File: config.mk
export PLATFORM = sky130hd
export DESIGN_NAME = branch_resolve_queue
export DESIGN_NICKNAME = d
export VERILOG_FILES = /design/src/rtl/branch_resolve_queue.sv
export SDC_FILE = /design/constraint.sdc
export NUM_CORES = 1
export LEC_CHECK = 0
export ABC_CLOCK_PERIOD_IN_PS = 3890
export BUFFER_PORTS_ARGS = -buffer_cell sky130_fd_sc_hd__buf_2
export CORE_AREA = 5 5 75 77
export DETAILED_ROUTE_END_ITERATION = 10
export DIE_AREA = 0 0 80 82
export HOLD_SLACK_MARGIN = 0.03
export PLACE_DENSITY_LB_ADDON = 0.1
export SLEW_MARGIN = 20
export SYNTH_ARGS = -nofsm -noshare
export SYNTH_HDL_FRONTEND = slang
export SYNTH_SLANG_ARGS = --single-unit
File: constraint.sdc
create_clock -name clk -period 3.89 [get_ports clk]
set_input_delay 0.778 -clock clk [delete_from_list [all_inputs] [get_ports clk]]
set_output_delay 0.778 -clock clk [all_outputs]
set_load 0.02 [all_outputs]
File: src/rtl/branch_resolve_queue.sv
// In-order queue of outstanding branch predictions between fetch, the 2-bit predictor and execute.
// Captures each prediction one cycle after the request, resolves from the head, flushes on mispredict.
module branch_resolve_queue #(
    parameter int DEPTH = 4,
    parameter int PTR_W = 2,
    parameter int CNT_W = 16
) (
    input  logic             clk,
    input  logic             rst,
    input  logic             br_fetch,
    output logic             br_ready,
    output logic             pred_request,
    input  logic             pred_in,
    output logic             br_pred_valid,
    output logic             br_pred_taken,
    input  logic             resolve_valid,
    input  logic             resolve_taken,
    output logic             resolve_ready,
    output logic             pred_result,
    output logic             pred_taken,
    output logic             mispredict,
    output logic             flush,
    output logic [CNT_W-1:0] branch_count,
    output logic [CNT_W-1:0] mispredict_count
);

    logic [DEPTH-1:0] ent_valid;
    logic [DEPTH-1:0] ent_known;
    logic [DEPTH-1:0] ent_pred;
    logic [PTR_W-1:0] head;
    logic [PTR_W-1:0] tail;
    logic [PTR_W:0]   count;
    logic [PTR_W:0]   count_next;
    logic             pend_valid;
    logic [PTR_W-1:0] pend_ptr;
    logic             accept;
    logic             pop;
    logic             mis;

    assign br_ready      = (count != (PTR_W+1)'(DEPTH));
    assign accept        = br_fetch & br_ready;
    assign pred_request  = accept;
    assign br_pred_valid = pend_valid;
    assign br_pred_taken = pend_valid & pred_in;
    // A head whose prediction has not yet been captured cannot be resolved.
    assign resolve_ready = ent_valid[head] & ent_known[head];
    assign pop           = resolve_valid & resolve_ready;
    assign pred_result   = pop;
    assign pred_taken    = resolve_taken;
    assign mis           = pop & (ent_pred[head] ^ resolve_taken);

    always_comb begin
        count_next = count;
        if (accept && !pop)
            count_next = count + 1'b1;
        else if (pop && !accept)
            count_next = count - 1'b1;
    end

    always_ff @(posedge clk or posedge rst) begin
        if (rst) begin
            ent_valid        <= '0;
            ent_known        <= '0;
            ent_pred         <= '0;
            head             <= '0;
            tail             <= '0;
            count            <= '0;
            pend_valid       <= 1'b0;
            pend_ptr         <= '0;
            mispredict       <= 1'b0;
            flush            <= 1'b0;
            branch_count     <= '0;
            mispredict_count <= '0;
        end else begin
            mispredict <= mis;
            flush      <= mis;
            if (pop && branch_count != '1)
                branch_count <= branch_count + 1'b1;
            if (mis && mispredict_count != '1)
                mispredict_count <= mispredict_count + 1'b1;

            if (mis) begin
                // Everything younger than the head is wrong-path, including a same-cycle accept.
                ent_valid  <= '0;
                ent_known  <= '0;
                count      <= '0;
                head       <= tail;
                pend_valid <= 1'b0;
            end else begin
                if (pend_valid) begin
                    ent_pred[pend_ptr]  <= pred_in;
                    ent_known[pend_ptr] <= 1'b1;
                end
                if (pop) begin
                    ent_valid[head] <= 1'b0;
                    ent_known[head] <= 1'b0;
                    head            <= head + 1'b1;
                end
                if (accept) begin
                    ent_valid[tail] <= 1'b1;
                    ent_known[tail] <= 1'b0;
                    tail            <= tail + 1'b1;
                    pend_ptr        <= tail;
                end
                pend_valid <= accept;
                count      <= count_next;
            end
        end
    end

endmodule

## Word level (Yosys, flattened, before mapping)

Cells that the tools add are included.

| storage, ports and cells | value |
|---|---|
| register bits | 55 |
| bits of input ports | 6 |
| output and inout port bits | 41 |
| word-level logic and storage cells | 82 |

| operators by class | value |
|---|---|
| $add $sub $neg | 6 |
| order comparisons | 6 |
| eq/ne operators | 3 |
| multiplexer cells | 29 |
| bitwise gates (word level) | 14 |
| reduce and logical (&&, ||, !) cells | 13 |

Operators with widths:

| kind | number |
|---|---|
| 2-to-1 mux 4 bit | 10 |
| adder 16 x 1 -> 16 bit (second input constant) | 2 |
| inequality test 16 bit (second input constant) | 2 |
| bitwise AND 4 bit | 3 |
| less-than comparator 2 x 3 -> 1 bit (second input constant) | 3 |
| 2-to-1 mux 3 bit | 3 |
| NOT 4 bit | 2 |
| bitwise OR 4 bit | 2 |
| logical AND 1 bit | 7 |
| 2-to-1 mux 1 bit | 7 |
| binary-select mux 1 bit (select 2 bit) | 3 |
| demux 1 bit (select 2 bit) | 3 |
| >= comparator 2 x 1 -> 1 bit (second input constant) | 3 |
| bitwise AND 1 bit | 5 |
| adder 2 x 1 -> 2 bit (second input constant) | 2 |
| bitwise mux 4 bit | 1 |
| 2-to-1 mux 2 bit | 2 |
| AND reduction 2 bit | 2 |
| adder 3 x 1 -> 3 bit (second input constant) | 1 |
| inequality test 3 bit (second input constant) | 1 |
| nonzero test 3 bit | 1 |
| subtractor 3 x 1 -> 3 bit (second input constant) | 1 |
| logical NOT 1 bit | 2 |
| nonzero test 2 bit | 1 |
| other kinds (2) | 2 |

## Longest topological paths before layout

Gate-level depths: netlist (run 1).

| depth | value |
|---|---|
| depth in word-level cells | 13 |
| gate-level depth with buffers | 9 |
| mapped depth without buffers | 9 |

## Least setup slack after synthesis (run 1)

Ideal clock, no wire load.

| timing path | value |
|---|---|
| path kind | register to output |
| start | register head[1] |
| end | output port pred_result |
| data arrival time | 1.575 ns |
| required time | 3.112 ns |
| slack | 1.537 ns |
| stages on the path, launching flop included | 6 |
| buffers on the path | 0 |
| cells stage by stage | dfrtp_1 > inv_2 > mux4_2 > clkinv_2 > nand2_1 > inv_1 |

| on the way | value |
|---|---|
| word-level cells in the longest chain between the ends | 4 |
| elaborated cells on any way between the ends | 6 |
| classes of those cells | mux (4); bitwise (2) |

RTL lines:

| element | line | source |
|---|---|---|
| start: declaration | 30 | `logic [PTR_W-1:0] head;` |
| start signal: assignment | 87 | `head <= tail;` |
| start signal: assignment | 97 | `head <= head + 1'b1;` |
| binary-select mux 1 bit (select 2 bit) | 46 | `assign resolve_ready = ent_valid[head] & ent_known[head];` |
| 2-to-1 mux 1 bit (not written as such) | 46 |  |
| bitwise AND 1 bit (*) | 46 |  |
| named net resolve_ready | 18 | `output logic resolve_ready,` |
| bitwise AND 1 bit (*) | 47 | `assign pop = resolve_valid & resolve_ready;` |
| end: declaration | 19 | `output logic pred_result,` |

The timed path passes the listed nets; every way through them passes the cells marked *. The select of a mux whose other input is x is not followed.

## Final worst setup path (run 1)

| timing path | value |
|---|---|
| start | register head[1] |
| end | output port pred_result |

| on the way | value |
|---|---|
| word-level cells in the longest chain between the ends | 4 |
| elaborated cells on any way between the ends | 6 |
| classes of those cells | mux (4); bitwise (2) |

RTL lines:

| element | line |
|---|---|
| binary-select mux 1 bit (select 2 bit) | 46 |
| 2-to-1 mux 1 bit (not written as such) | 46 |
| bitwise AND 1 bit (*) | 46 |
| bitwise AND 1 bit (*) | 47 |

Mark *: on every way between the ends. The rest lies on a longest branch, timed or not. The select of a mux whose other input is x is not followed.

==> results of run 1 <==
[registers in the layout, indices dropped and copies added, names as in the netlist, 3 cells and up]
signal	cells
mispredict_count	16
ent_known	4
ent_pred	4
branch_count	16
ent_valid	4
count	3
[per-layer routing]
| layer | wire (um) | GRT usage (%) |
|---|---|---|
| met1 | 2770 | 27.3 |
| met2 | 2770 | 32.2 |
| met3 | 276 | 3.84 |
| met4 | 104 | 7.26 |
| met5 | 0 | 0 |
[stage by stage]
| stage | hold slack (ns) | power (uW) | area, um2 | cells | utilization (%) |
|---|---|---|---|---|---|
| after floorplan | 0.443 | 1520 | 2850 | 268 | - |
| after global placement | 0.456 | 1730 | 3120 | 376 | 63.1 |
| after detailed placement | 0.465 | 1740 | 3120 | 376 | 63.1 |
| after CTS | 0.478 | 2040 | 3190 | 382 | 64.6 |
| after global routing | 0.510 | 2180 | 3190 | 382 | 64.6 |
| final | 0.476 | 2030 | 3190 | 382 | 64.6 |
[cell families (layout without fill, tap and decap cells)]
family                     after synthesis  after routing
adders and majority gates               11             11
buffers and inverters                   26             70
and+or+nand+nor                        112            112
DFF                                     55             55
muxes                                   14             14
xor gates and xnor gates                32             32
AOI/OAI and AO/OA                       18             18
[synth_stat cells (2+ instances only)]
library cell,n
o21ai_0,3
buf_6,2
a21oi_1,5
nor3_2,2
o221ai_1,2
nor4b_1,2
nor2_1,11
nand4_1,7
inv_1,12
inv_2,3
nor3_1,12
ha_1,10
nor4_1,4
o221a_2,3
dfrtp_1,55
xor2_1,20
and4_1,5
nand2_1,36
and2_1,3
nand3_1,17
clkbuf_1,3
and3_1,4
xnor2_1,11
nand2b_1,2
buf_2,2
mux2_2,11
mux4_2,2
buf_4,2
[layout make-up]
class                   instances  area, um2  share of cell area (%)
flip-flops and latches         55       1380                    43.1
multi-input cells             187       1350                    42.3
repair buffers                 48        245                    7.68
well taps                      70       87.6                    2.74
clock buffers                   6       72.6                    2.27
inverters                      16       61.3                    1.92
[final timing paths]
check	end	slack [ns]	depth (start not counted)
min in group asynchronous	mispredict_count[4]$_DFFE_PP0P_	0.53	2
max in group asynchronous	mispredict_count[2]$_DFFE_PP0P_	2.59	3
worst min-delay path	count[2]$_DFFE_PP0P_	0.48	1
worst max register to register	pend_ptr[0]$_DFFE_PP0P_	1.25	6
worst max-delay path	pred_result	0.94	6
worst min register to register	count[2]$_DFFE_PP0P_	0.48	1
[report_power, final]
| group | leakage (uW) | switching [uW] | total [uW] | internal (uW) |
|---|---|---|---|---|
| sequential | 0.000701 | 148 | 876 | 728 |
| clock | 0.0000371 | 175 | 296 | 121 |
| combinational | 0.000876 | 508 | 861 | 353 |
==> metrics.txt, run 1 <==
status finished, final reports clean; CTS tree done; Synth Area in Simple Gates 21.3%; Initial Utilization roughly 58%; initial antenna violation count 0; HP Class flop to flop; Mapped Area 0.00285 mm2; Leakage 0.00161 uW; clock tree sinks 55; Clock Tree Buf Depth 2; CORE AREA 0.00494 mm2; worst slack, placed about 1.3 ns; RSZ-0062 raised after global routing no; # DRC 0; Max-Cap Viols 0; Top FF cell, synth dfrtp_1; vias in the first global route 2125; max-slew violation count 0; critical path buffer and inverter count 4; CTS resizes 0; synth unique cells 45; critical path's top delay family buffers and inverters; minimum clock period about 2.9 ns; CP max stage delay about 0.52 ns; row cnt 26; Area contributors post-synth dfrtp_1 (48%), xor2_1 (6.2%), nand2_1 (4.7%); port buffer count 46; Pre-Repair DR Iteration Count 4; NumNets Final 330; fill count 409; Die Area ~0.0066 mm2; main combinational cell family by area after synthesis simple AND/OR/NAND/NOR gates; Setup TNS 0 ns; Worst Path Arrival 2.17 ns; most frequent cells in the layout dfrtp_1 (55), buf_2 (46), nand2_1 (36), xor2_1 (20), nand3_1 (17); worst-path cell chain inv_2 > mux4_2 > clkinv_2 > nand2_1 > inv_1 > buf_2; min-delay src count[2]$_DFFE_PP0P_; routed wire length per instance 15.5 um; # Post-CTS Setup Buffers 0; final hold vios 0; area fraction of the dominant cell type after synthesis 48.4%; htree depth 2; post-synthesis compound-gate area fraction 4.53%; Slew headroom 60.8%; fraction of the mapped netlist area in adder cells 5.10%; Seq/Total Area, Yosys 48.4%; Critical Path Fanout Max 10; GPL Wtd Cong a little under 0.9; largest net degree at the start of global routing 30; share of cells above drive strength 1 26.9%; Req. time, crit path 3.11 ns; number of synthesized register bits 55; Worst IR Drop VDD ~320 uV; diodes inserted 0; worst-skew pair later-pin latency 0.30 ns; Synth Area in XOR/XNOR 10.1%; GRT overflow 0; CP Capture Type output port; most common cell after layout, fill and taps aside dfrtp_1; R2R Path Start head[0]$_DFFE_PP0P_; Synth Net Count about 290; Die Span Y 82 um; clk root buf clkbuf_8; final setup fails 0; crit path from head[1]$_DFFE_PP0P_; vias post-DR 2099; Via density 5.49; type of origin of the critical path flop; asr flop ratio synth 100%; hpwl dp between 4000 and 5000 um; CTS clk-pin slew, worst paths 0.09 ns; first-pass GRT wire length roughly 10000 um; Warnings, synthesis 0; fmax between 300 and 400 MHz; area grow syn2layout 12.2%; mux cell area share after synthesis 6.29%; Syn Inst Count 268; Setup Skew about 0.0048 ns; All-Layer GR Usage 20.1%; Routed Antenna Nets 0; kind of critical path flop to output port; average cell area after synthesis 10.6 um2; CTS Buf Count 5; Worst Tran Pin Value 0.588 ns; final wirelength roughly 5900 um; Final period util 75.8%; hold buffers post-CTS 0; Synth area leader dfrtp_1; PwrDens 636 mW/mm2; number of synthesized flops with an enable pin 0; DIE WIDTH 80 um; PnR worst setup slack 0.942 ns; Initial DRC Count 114; # IOs 47; CP max stage cell mux4_2
(Power assumes the default switching activity.)
==> run 2, diff against run 1 <==
ABC_CLOCK_PERIOD_IN_PS = 2800   (was 3890)
CORE_AREA = 5 5 78 80   (was 5 5 75 77)
DIE_AREA = 0 0 83 85   (was 0 0 80 82)
clock period = 2.8 ns   (was 3.89 ns; I/O delays follow)
==> run 2 against run 1 <==
Critical path depth is the same. Wire length shrank 2.1%. Count of clock-buffer cells in the layout is the same. Core utilization shrank 2.9 points. Combinational power grew 39%. Cell count grew 1.8%. Register-to-register slack lost 0.86 ns. Non-clock buffer count grew 3. Critical endpoint unchanged. Highest routed layer unchanged.
==> metrics.txt, run 2 (synthesis gave the netlist of run 1 again) <==
status finished, final reports clean; DIE WIDTH 83 um (+3.8%); vias post-DR 2074 (-1.2%); Critical Path Fanout Max 9 (-1); GRT overflow 0 (unchanged); Worst Path Arrival 1.97 ns (-0.20 ns); vias in the first global route 2061 (-3.0%); row cnt 27 (+3.8%); critical path buffer and inverter count 4 (unchanged); CP max stage cell mux4_2; type of origin of the critical path flop; worst-skew pair later-pin latency 0.31 ns (about the same); routed wire length per instance 14.9 um (-3.8%); All-Layer GR Usage 17.3% (-2.8 points); Clk network pwr share 20.4% (+5.9 points); R2R Path Start head[0]$_DFFE_PP0P_; largest net degree at the start of global routing 32 (+6.7%); Final period util between 90 and 100%; Pre-Repair DR Iteration Count 4 (unchanged); # IOs 47 (unchanged); biggest regs branch_count (16), mispredict_count (16); port buffer count 46 (unchanged); sequential power share 39.9% (-3.2 points); Worst IR Drop VDD 647 uV (+100%); CP max stage delay 0.52 ns (about the same); HP Class input port to async pin; Leakage 0.00166 uW (+2.9%); setup slack, reg-to-reg 0.39 ns (-0.86 ns); Worst R2R Path Depth 6 (unchanged); Int Pwr 1880 uW (+56%); Clock Tree Buf Depth 2 (unchanged); Die Area 0.00706 mm2 (+7.5%); dpl cell area 0.00316 mm2 (+1.2%); CTS Buf Count 5 (unchanged); Logic pwr share 39.7% (-2.7 points); Die Span Y 85 um (+3.7%); final hold vios 0 (unchanged); sw frac 37.7% (-3.2 points); Worst Tran Pin Value 0.575 ns (-0.0129 ns); worst-path cell chain inv_2 > mux4_2 > clkinv_2 > nand2_1 > inv_1 > buf_2; Slew headroom 61.6% (+0.86 points); CTS resizes 0 (unchanged); GPL Wtd Cong 0.842 (-5.9%); hold buffers post-CTS 0 (unchanged); clk root buf clkbuf_8; RSZ-0062 raised after global routing no; final setup fails 0 (unchanged); max-slew violation count 0 (unchanged); crit path from head[1]$_DFFE_PP0P_; Crit. path cell count 6 (unchanged); fmax 395 MHz; most common cell after layout, fill and taps aside dfrtp_1; Setup Skew 0.0134 ns (+0.00861 ns); Switch Pwr 1140 uW (+37%); share of cells above drive strength 1 28.1% (+1.2 points); NumNets Final 333 (+0.91%); # DRC 0 (unchanged); capturing point of the worst reg2reg path mispredict_count[9]$_DFFE_PP0P_; first-pass GRT wire length 10100 um (-0.61%); Via density 5.33 (-3.0%); fill count 466 (+14%); Setup TNS 0 ns (unchanged); most frequent cells in the layout dfrtp_1 (55), buf_2 (46), nand2_1 (36), xor2_1 (20), nand3_1 (17); critical path's top delay family buffers and inverters; hpwl dp 4200 um (-3.3%); # Post-CTS Setup Buffers 0 (unchanged); Req. time, crit path 2.24 ns (-0.87 ns); final wirelength 5800 um (-2.1%); Initial DRC Count 72 (-37%); Max-Cap Viols 0 (unchanged); diodes inserted 0 (unchanged); design area 0.00329 mm2 (+3.1%); clock tree sinks 55 (unchanged); area grow syn2layout 15.6%; PwrDens 916 mW/mm2 (+44%); Initial Utilization 53.3% (-4.2 points); CORE AREA 0.00534 mm2 (+7.9%); Routed Antenna Nets 0 (unchanged); post-route insts no fill 389 (+1.8%); CP Capture Type output port; minimum clock period roughly 2.5 ns; htree depth 2 (unchanged); CTS tree done; CTS clk-pin slew, worst paths 0.10 ns (about the same); kind of critical path flop to output port; placed insts 381 (+1.3%); initial antenna violation count 0 (unchanged)
[run 2: cell types whose count changed in the layout (fill, tap and decap cells not counted)]
| cell | previous run | this run |
|---|---|---|
| buf_12 | 0 | 1 |
| buf_4 | 2 | 4 |
| bufinv_16 | 0 | 2 |
[run 2: cell type report]
class / count / area (um2) / share of cell area (%)
Clock buffer: 6 / 72.6 / 2.20
Clock inverter: 2 / 60.1 / 1.82
Timing Repair Buffer: 51 / 280 / 8.51
Inverter: 16 / 61.3 / 1.86
Sequential cell: 55 / 1380 / 41.8
Tap cell: 72 / 90.1 / 2.74
Multi-Input combinational cell: 187 / 1350 / 41.0
[run 2: how the worst max path moves through the flow]
stage | to | slack (ns)
2_1_floorplan | count[2]$_DFFE_PP0P_ | 0.57
3_3_place_gp | mispredict_count[9]$_DFFE_PP0P_ | 0.47
3_5_place_dp | mispredict_count[9]$_DFFE_PP0P_ | 0.42
4_1_cts | pred_result | 0.25
5_1_grt | pred_result | 0.12
6_report | pred_result | 0.27
[run 2: stage by stage]
stage	hold WS [ns]	total power, uW	worst slack (ns)	utilization, %
final	0.296	3020	0.271	61.7
after detailed placement	0.459	2430	0.421	59.2
after global routing	0.342	3240	0.123	61.7
after CTS	0.312	3050	0.253	61.7
after global placement	0.465	2410	0.472	59.2
after floorplan	0.443	2110	0.566	-
[run 2: power by group through the flow]
stage,Clock [uW],Sequential (uW),Combinational [uW]
2_1_floorplan,0,1230,877
3_3_place_gp,0,1220,1200
3_5_place_dp,0,1220,1210
4_1_cts,628,1200,1220
5_1_grt,658,1240,1340
6_report,615,1200,1200
[run 2: metal layers]
| metal | vias up | share of wire (%) | global-route usage, % |
|---|---|---|---|
| met3 | 8 | 5.3 | 3.69 |
| met4 | 0 | 1.7 | 5.35 |
| met5 | - | 0 | 0 |
| li1 | 1020 | - | - |
| met1 | 993 | 47 | 24.3 |
| met2 | 53 | 46 | 26.9 |
